[src/rtl/mips_regwrite_arbiter.sv]
// Register-file write-port arbiter: round-robin between ALU and load writeback,
// with a 32-entry pending-write scoreboard that drives the decode RAW stall.
module mips_regwrite_arbiter (
    input  logic        clk,
    input  logic        rst_n,
    input  logic        alu_valid,
    input  logic [4:0]  alu_addr,
    input  logic [31:0] alu_data,
    output logic        alu_ready,
    input  logic        ld_valid,
    input  logic [4:0]  ld_addr,
    input  logic [31:0] ld_data,
    output logic        ld_ready,
    input  logic        rsv_en,
    input  logic [4:0]  rsv_addr,
    input  logic [4:0]  chk_rs,
    input  logic [4:0]  chk_rt,
    output logic        stall,
    output logic        wr_en,
    output logic [4:0]  wr_addr,
    output logic [31:0] wr_data,
    output logic [31:0] busy
);

    typedef enum logic {
        SRC_ALU = 1'b0,
        SRC_LD  = 1'b1
    } src_t;

    src_t        last;
    logic        grant;
    src_t        grant_src;
    logic [4:0]  sel_addr;
    logic [31:0] sel_data;
    logic [31:0] busy_next;

    // On a tie the requester that did not win most recently takes the port.
    always_comb begin
        alu_ready = 1'b0;
        ld_ready  = 1'b0;
        if (alu_valid && ld_valid) begin
            if (last == SRC_LD) alu_ready = 1'b1;
            else                ld_ready  = 1'b1;
        end else begin
            alu_ready = alu_valid;
            ld_ready  = ld_valid;
        end
    end

    always_comb begin
        grant     = alu_ready | ld_ready;
        grant_src = ld_ready ? SRC_LD : SRC_ALU;
        sel_addr  = ld_ready ? ld_addr : alu_addr;
        sel_data  = ld_ready ? ld_data : alu_data;
    end

    always_ff @(posedge clk or negedge rst_n) begin
        if (!rst_n) begin
            last    <= SRC_LD;
            wr_en   <= 1'b0;
            wr_addr <= 5'd0;
            wr_data <= 32'd0;
        end else if (grant) begin
            last    <= grant_src;
            wr_en   <= (sel_addr != 5'd0);
            wr_addr <= sel_addr;
            wr_data <= sel_data;
        end else begin
            wr_en   <= 1'b0;
        end
    end

    // Clear applied before set so a same-edge reservation of the written register survives.
    always_comb begin
        busy_next = busy;
        if (wr_en) busy_next[wr_addr] = 1'b0;
        if (rsv_en && (rsv_addr != 5'd0)) busy_next[rsv_addr] = 1'b1;
        busy_next[0] = 1'b0;
    end

    always_ff @(posedge clk or negedge rst_n) begin
        if (!rst_n) busy <= 32'd0;
        else        busy <= busy_next;
    end

    assign stall = busy[chk_rs] | busy[chk_rt];

endmodule

[config.mk]
export PLATFORM = sky130hd
export DESIGN_NAME = mips_regwrite_arbiter
export DESIGN_NICKNAME = d
export VERILOG_FILES = /design/src/rtl/mips_regwrite_arbiter.sv
export SDC_FILE = /design/constraint.sdc
export NUM_CORES = 1
export LEC_CHECK = 0
export BUFFER_PORTS_ARGS = -buffer_cell sky130_fd_sc_hd__buf_2
export CAP_MARGIN = 20
export CORE_MARGIN = 1.5
export CORE_UTILIZATION = 45
export DETAILED_ROUTE_END_ITERATION = 6
export GPL_ROUTABILITY_DRIVEN = 0
export GPL_TIMING_DRIVEN = 1
export PLACE_DENSITY_LB_ADDON = 0.15
export SLEW_MARGIN = 25
export SYNTH_ARGS = -nofsm -noshare
export SYNTH_HDL_FRONTEND = slang
export SYNTH_SLANG_ARGS = --single-unit
[constraint.sdc]
create_clock -name clk -period 5.3 [get_ports clk]
set_input_delay 1.06 -clock clk [delete_from_list [all_inputs] [get_ports clk]]
set_output_delay 1.06 -clock clk [all_outputs]
set_load 0.005 [all_outputs]
== Yosys cells after proc, flatten, opt, wreduce, memory -nomap -nowiden ==
Index checks and enable logic that the tools add are counted.

* Flip-flop bits (word level): 70
* Latch bits: 0
* Bits in writable memories: 0
* Memory bits (read-only): 0
* Bits of input ports: 94
* Output and inout port bits: 73
* Memories: 0

* Add/subtract/negate cells: 0
* $mul: 0
* Div/mod/pow operators: 0
* $lt $le $gt $ge: 6
* Equality and inequality tests: 0
* Shift operators: 0
* Multiplexer cells: 18
* Bitwise logic cells: 5
* Reductions and logical operators: 6

{| class="wikitable"
|+ Operators with widths
! kind !! count
|-
| 32-bit 2-to-1 mux || 3
|-
| 32-bit AND || 1
|-
| 32-bit NOT || 1
|-
| 32-bit bitwise OR || 1
|-
| 5-bit by 6-bit less-than comparator with 1-bit output, second input constant || 4
|-
| 1-bit binary-select mux with 5-bit select || 2
|-
| 1-bit demux with 5-bit select || 2
|-
| 5-bit by 1-bit >= comparator with 1-bit output, second input constant || 2
|-
| 1-bit 2-to-1 mux || 10
|-
| 5-bit nonzero test || 2
|-
| 5-bit 2-to-1 mux || 1
|-
| 1-bit logical AND || 4
|-
| 1-bit bitwise OR || 2
|}

== Longest topological paths before layout ==
Gate-level depths: netlist of the first run.

* Word-level depth: 9
* Gate-level depth with buffers: 5
* Mapped depth without buffers: 4

== Worst setup path before layout of the first run ==
Ideal clock, no wire load.

* Path kind: input port to output port
* Start: input chk_rs[0]
* End: output stall
* Data arrival time: 2.411 ns
* Data required time: 4.240 ns
* Slack: 1.829 ns
* Stages: 5
* Path buffers: 1
* Cells stage by stage: buf_6 > mux4_2 > a32oi_1 > o41ai_1 > or4_1

* Cells in the longest elaborated chain, start to end: 3

{| class="wikitable"
|+ RTL lines
! what !! RTL line !! text
|-
| start, declared || 16 || <nowiki>input logic [4:0] chk_rs,</nowiki>
|-
| 1-bit binary-select mux with 5-bit select || 86 || <nowiki>assign stall = busy[chk_rs] | busy[chk_rt];</nowiki>
|-
| 1-bit 2-to-1 mux (implied by the code) || 86 ||
|-
| 1-bit bitwise OR || 86 ||
|-
| end, declared || 18 || <nowiki>output logic stall,</nowiki>
|}

Every way passes these cells. The select of a mux whose other input is x is not followed.

== Final worst setup path of the first run ==
Same ends and word-level chain as after synthesis.

==> results of run 1 <==
-- flip-flops by register name, summed over array words and instances (netlist names) --
name and cells:
last 1, wr_en 1, wr_data 32, wr_addr 5
busy 31
-- cell families after synthesis --
kind of cell | after synthesis | share of synthesized area
muxes | 54 | 0.196
and+or+nand+nor | 124 | 0.153
AOI/OAI and AO/OA | 113 | 0.167
other | 1 | 0.000947
buffers and inverters | 31 | 0.0401
DFF | 70 | 0.443
-- power breakdown --
| group | switching [mW] | leakage [nW] | internal [mW] |
|---|---|---|---|
| logic | 0.278 | 1.36 | 0.338 |
| clock network | 0.197 | 0.0845 | 0.192 |
| registers | 0.185 | 0.798 | 0.694 |
| total | 0.660 | 2.24 | 1.22 |
-- Yosys cell counts (all sizes together) (2+ instances only) --
cell type	instances	area share
dfrtp	69	0.44
or4	2	0.0038
a311oi	2	0.0044
mux4	13	0.080
a22oi	4	0.0076
o21ai	61	0.077
or3	2	0.0032
or3b	4	0.0088
nor3	2	0.0025
a221oi	2	0.0044
o41ai	2	0.0044
nor2b	3	0.0054
and3	2	0.0032
mux2i	2	0.0051
nor3b	3	0.0057
buf	12	0.022
nand3b	11	0.021
o22ai	37	0.058
and3b	4	0.0088
nand2	5	0.0047
clkbuf	14	0.013
inv	5	0.0047
nand3	4	0.0051
nor2	79	0.075
mux2	39	0.11
-- critical path, cell delays in order --
cell	delay (ps)
buf_2	230
mux4_2	540
a32oi_1	210
o41ai_1	100
or4_1	470
buf_2	140
-- metrics by stage --
step / hold WS [ps] / cell area [um2]
after floorplan: 513 / 3960
after global placement: 522 / 4800
after detailed placement: 532 / 4800
after CTS: 543 / 4980
after global routing: 562 / 4980
final: 540 / 4980
-- area by class of cell --
class | count | area [um2] | area share
Clock buffer | 12 | 155 | 0.0312
Clock inverter | 3 | 20.0 | 0.00402
Inverter | 5 | 18.8 | 0.00377
Multi-Input combinational cell | 292 | 2050 | 0.411
Sequential cell | 70 | 1750 | 0.352
Tap cell | 108 | 135 | 0.0271
Timing Repair Buffer | 168 | 848 | 0.170
-- cell usage in the layout (no fill, tap or decap), drive strengths merged, types with 3 or more instances in the layout --
master	Yosys	layout
nand3b	11	11
mux4	13	13
dfrtp	69	69
or3b	4	4
o22ai	37	37
clkbuf	14	12
mux2	39	39
inv	5	5
nand2	5	5
o21ai	61	61
nor3b	3	3
buf	12	168
nor2	79	79
nand3	4	4
a22oi	4	4
and3b	4	4
nor2b	3	3
-- how the worst min path moves through the flow --
stage	startpoint	to	slack [ps]	depth (start not counted)
final	last$_DFFE_PN1P_	last$_DFFE_PN1P_	540	1
after global routing	last$_DFFE_PN1P_	last$_DFFE_PN1P_	560	1
after CTS	last$_DFFE_PN1P_	last$_DFFE_PN1P_	540	1
after detailed placement	last$_DFFE_PN1P_	last$_DFFE_PN1P_	530	1
after global placement	last$_DFFE_PN1P_	last$_DFFE_PN1P_	520	1
after floorplan	last$_DFFE_PN1P_	last$_DFFE_PN1P_	510	1
-- routing by layer --
metal  vias to the layer above  GRT usage  part of all wire
met5                         -          0                 0
met4                         0      0.110             0.023
met3                        23     0.0730             0.087
met2                       188      0.405              0.48
met1                      1887      0.324              0.41
li1                       1769          -                 -
==> results.md, run 1 <==
- Congestion Overflow GR: 0
- Mapped Avg Cell Area: 10.1 um2
- Slew @ Worst Pin: 907 ps
- Most used DFF post-synth: dfrtp_1
- Vias: 3867
- Yosys cell types: 42
- Hold Buf Count CTS: 0
- Starting Density: 0.458
- Cts bufs inserted: 9
- Max-cap violations: 0
- ANT cells: 0
- FP Rows: 34
- Syn nets: 487
- Status: completed
- First-pass DRT Iterations: 5
- Core area: 8640 um2
- Post-synth ARST share: 1.00
- Post-layout min period: 3810 ps
- WP data arrival: 2750 ps
- Placed cell count: 643
- Post-Layout Cell Count: 658
- WP data required: 4240 ps
- Die height: 96.8 um
- Final worst setup slack: 1490 ps
- Final core utilization: 0.576
- Slew margin rel.: 0.395
- Worst Hold Class: reg2reg
- Crit start category: input pin
- Area Growth Syn to Fin: 25.7%
- Post-Place Setup Slack: 1520 ps
- Post-Route WL: 11600 um
- Total GRT Usage: 0.254
- Post-CTS Setup Inserts: 0
- Initial antenna violation count: 0
- RSZ-0062 raised after global routing: false
- Crit path capture type: primary output
- First-pass GRT wire length: 19200 um
- Total leakage power: 2.24 nW
- Max Root-Sink Buffers: 2
- VDD IR max: 0.000153 V
- Critical path launch point: chk_rs[0]
- Setup TNS: 0 ps
- Max Slew Vio Count: 0
- Die footprint: 9370 um2
- Wire length per cell: 17.7 um
- Crit-path max FO: 9
- Layout fillers: 810
- Setup crit end: stall
- Resize count post-CTS: 0
- H-tree depth: 3
- Clk Latency, worst-skew pair: 340 ps
- Number of flops mapped to enable cells by yosys: 0
- Root buffer cell: clkbuf_8
- Kind of critical path: in2out
- Die X: 96.8 um
- Top Ports: 167
- Pwr dens: 378 nW/um2
- Remaining DRCs: 0
- CTS tree: done
- Critical R2R Launch: last$_DFFE_PN1P_
- Clock sink count: 70
- Mapped Area: 3960 um2
- Layout cells sized above 1: 0.425
- Synthesis Warnings: 0
- Port-buffer cells: 165
- Register-to-register path setup slack: 3670 ps
- ANT nets after route: 0
- HPWL Detailed: 8530 um
- Fin nets: 640
- Tcrit/Tclk final: 0.718
- Power Total: 1.88 mW
- Largest net degree at the start of global routing: 47
- Peak Freq: 263 MHz
- Hold Violations, Final: 0
- Sequential element share of the synthesized area: 0.443
- Reg2Reg Depth: 5
- Vias per std cell: 5.88
- Iter 0 DRT Violations: 181
- Flops & latches, synth: 70
- Worst Skew: 7.89 ps
- Final setup viols: 0
- Clock transition at the registers of the reported paths: 70 ps
- R2R Path End: wr_en$_DFF_PN0_
- Number of global-route vias before repair: 3888
- Cells after Synth: 393
No activity file was read; power rests on OpenSTA's default activity.
==> run 2, diff against run 1 <==
==> constraint.sdc (replaced) <==
create_clock -name clk -period 3.7 [get_ports clk]
set_input_delay 0.74 -clock clk [delete_from_list [all_inputs] [get_ports clk]]
set_output_delay 0.74 -clock clk [all_outputs]
set_load 0.005 [all_outputs]
==> run 2 against run 1 <==
Net effect:
- clock power up 84%
- global-route usage up 0.094 points
- register-to-register slack worse by 1500 ps
- largest power group unchanged
- utilization up 0.96 points
- highest routed layer unchanged
- largest cell class unchanged
- critical path depth unchanged
- sequential cell count unchanged
- via count down 0.10%
==> results.md, run 2 (same netlist as run 1, synthesis figures left out) <==
- Status: completed (unchanged)
- Vias per std cell: 5.84 (was 5.88)
- Worst Skew: 7.34 ps (was 7.89 ps)
- Clock power share: 0.251 (was 0.206)
- Sw Pwr: 0.956 mW (was 0.660 mW)
- Final setup viols: 0 (unchanged)
- Clock sink count: 70 (unchanged)
- CTS tree: done (unchanged)
- Die footprint: 9370 um2 (unchanged)
- Vias: 3863 (was 3867)
- Core area: 8640 um2 (unchanged)
- Area occupied by multi-input gates: 2050 um2 (unchanged)
- Die height: 96.8 um (unchanged)
- Total leakage power: 2.29 nW (was 2.24 nW)
- Hold Buf Count CTS: 0 (unchanged)
- Max-cap violations: 0 (unchanged)
- Clk Latency, worst-skew pair: 340 ps (about the same)
- Wire length per cell: 17.6 um (was 17.7 um)
- Reg2Reg Depth: 5 (unchanged)
- Hold Violations, Final: 0 (unchanged)
- First-pass DRT Iterations: 4 (was 5)
- Total GRT Usage: 0.255 (was 0.254)
- Tcrit/Tclk final: 0.850
- Crit-path max FO: 9 (unchanged)
- FP Rows: 34 (unchanged)
- R2R Path End: wr_en$_DFF_PN0_ (unchanged)
- Worst Hold Class: in2async (was reg2reg)
- Post-CTS Setup Inserts: 0 (unchanged)
- ANT cells: 0 (unchanged)
- Number of global-route vias before repair: 3852 (was 3888)
- Crit start category: input pin (unchanged)
- Biggest register: wr_data (unchanged)
- Layout fillers: 805 (was 810)
- Post-Route WL: 11700 um (was 11600 um)
- Crit path capture type: primary output (unchanged)
- H-tree depth: 3 (unchanged)
- ANT nets after route: 0 (unchanged)
- Slew @ Worst Pin: 629 ps (was 907 ps)
- WP data required: 2960 ps (was 4240 ps)
- Root buffer cell: clkbuf_8 (unchanged)
- Starting Density: 0.458 (unchanged)
- WP data arrival: 2410 ps (was 2750 ps)
- Max reg flops: 32 (unchanged)
- Part of the power in registers: 0.440 (was 0.466)
- Setup TNS: 0 ps (unchanged)
- Max Slew Vio Count: 0 (unchanged)
- Fin nets: 643 (was 640)
- First-pass GRT wire length: 19200 um (about the same)
- Kind of critical path: in2out (unchanged)
- Area after DPL: 4830 um2 (was 4800 um2)
- Logic gate share of total power: 0.309 (was 0.327)
- Layout cells sized above 1: 0.431 (was 0.425)
- Largest net degree at the start of global routing: 50 (was 47)
- Critical R2R Launch: last$_DFFE_PN1P_ (unchanged)
- Top Ports: 167 (unchanged)
- Iter 0 DRT Violations: 180 (was 181)
- Register-to-register path setup slack: 2130 ps (was 3670 ps)
- Top flop regs: wr_data x32, busy x31, wr_addr x5 (unchanged)
- Area Growth Syn to Fin: 27.8% (was 25.7%)
- HPWL Detailed: 8620 um (was 8530 um)
- Post-route cell area: 5060 um2 (was 4980 um2)
- VDD IR max: 0.000248 V (was 0.000153 V)
- Max Root-Sink Buffers: 2 (unchanged)
- RSZ-0062 raised after global routing: false (unchanged)
- Die X: 96.8 um (unchanged)
- Peak Freq: 318 MHz
- Remaining DRCs: 0 (unchanged)
- Clock transition at the registers of the reported paths: 80 ps (was 70 ps)
- Reg area: 1750 um2 (unchanged)
- Initial antenna violation count: 0 (unchanged)
- Post-layout min period: 3150 ps
- Most frequent cells in the layout: buf_2, nor2_1, dfrtp_1 (unchanged)
- Cts bufs inserted: 9 (unchanged)
- P_int: 1.90 mW (was 1.22 mW)
- Slew margin rel.: 0.581 (was 0.395)
- Port-buffer cells: 165 (unchanged)
- Commonest non-fill, non-tap cell in the layout: buf_2 (unchanged)
- Pwr dens: 564 nW/um2 (was 378 nW/um2)
- Congestion Overflow GR: 0 (unchanged)
- Resize count post-CTS: 0 (unchanged)
- Switching Share: 0.335 (was 0.350)
==> run 2: changes by cell type in the layout (fill, tap and decap cells not counted), sizes merged <==
| cell | previous run | this run |
|---|---|---|
| bufinv | 0 | 2 |
| clkinv | 1 | 2 |
| clkinvlp | 2 | 1 |
| buf | 168 | 171 |
| clkbuf | 12 | 11 |
==> run 2: worst max-delay path by stage <==
| stage | startpoint | endpoint | slack [ps] | depth (start not counted) |
|---|---|---|---|---|
| after detailed placement | chk_rs[0] | stall | 560 | 6 |
| after floorplan | chk_rs[0] | stall | 870 | 5 |
| final | chk_rs[0] | stall | 550 | 6 |
| after CTS | chk_rs[0] | stall | 560 | 6 |
| after global placement | chk_rs[0] | stall | 580 | 6 |
| after global routing | chk_rs[0] | stall | 450 | 6 |
==> run 2: cell type report <==
cell class / count / area share
clock inverter: 5 / 0.0161
clock buffer: 11 / 0.0299
timing repair buffer: 171 / 0.173
inverter: 5 / 0.00371
multi-input combinational: 292 / 0.405
tap: 108 / 0.0267
sequential: 70 / 0.346
==> run 2: critical path: stages <==
cell and delay [ps]:
buf_2 220, mux4_2 530, a32oi_1 210, o41ai_1 90
or4_1 470, buf_2 140
==> run 2: stage by stage <==
stage                     hold WS (ps)  setup slack, ps  cells  power [mW]  utilization
final                              400              553    662        2.85        0.586
after global routing               458              448    662        3.03        0.586
after CTS                          425              559    662        2.87        0.586
after detailed placement           530              559    646        2.15        0.559
after global placement             519              583    646        2.13        0.559
after floorplan                    444              869    393        1.67            -
==> run 2: layer usage <==
metal	vias to the layer above	global-route usage	part of all wire	wire, um
met5	-	0	0	0
met4	0	0.108	0.015	177
met3	15	0.0636	0.090	1050
met2	187	0.425	0.50	5850
met1	1882	0.316	0.39	4600
li1	1779	-	-	-
==> run 2: power by group through the flow <==
stage / registers, mW / logic [mW] / clock network, mW
after floorplan: 1.18 / 0.484 / 0
after global placement: 1.26 / 0.866 / 0
after detailed placement: 1.27 / 0.888 / 0
after CTS: 1.25 / 0.891 / 0.724
after global routing: 1.29 / 0.985 / 0.756
final: 1.26 / 0.882 / 0.715
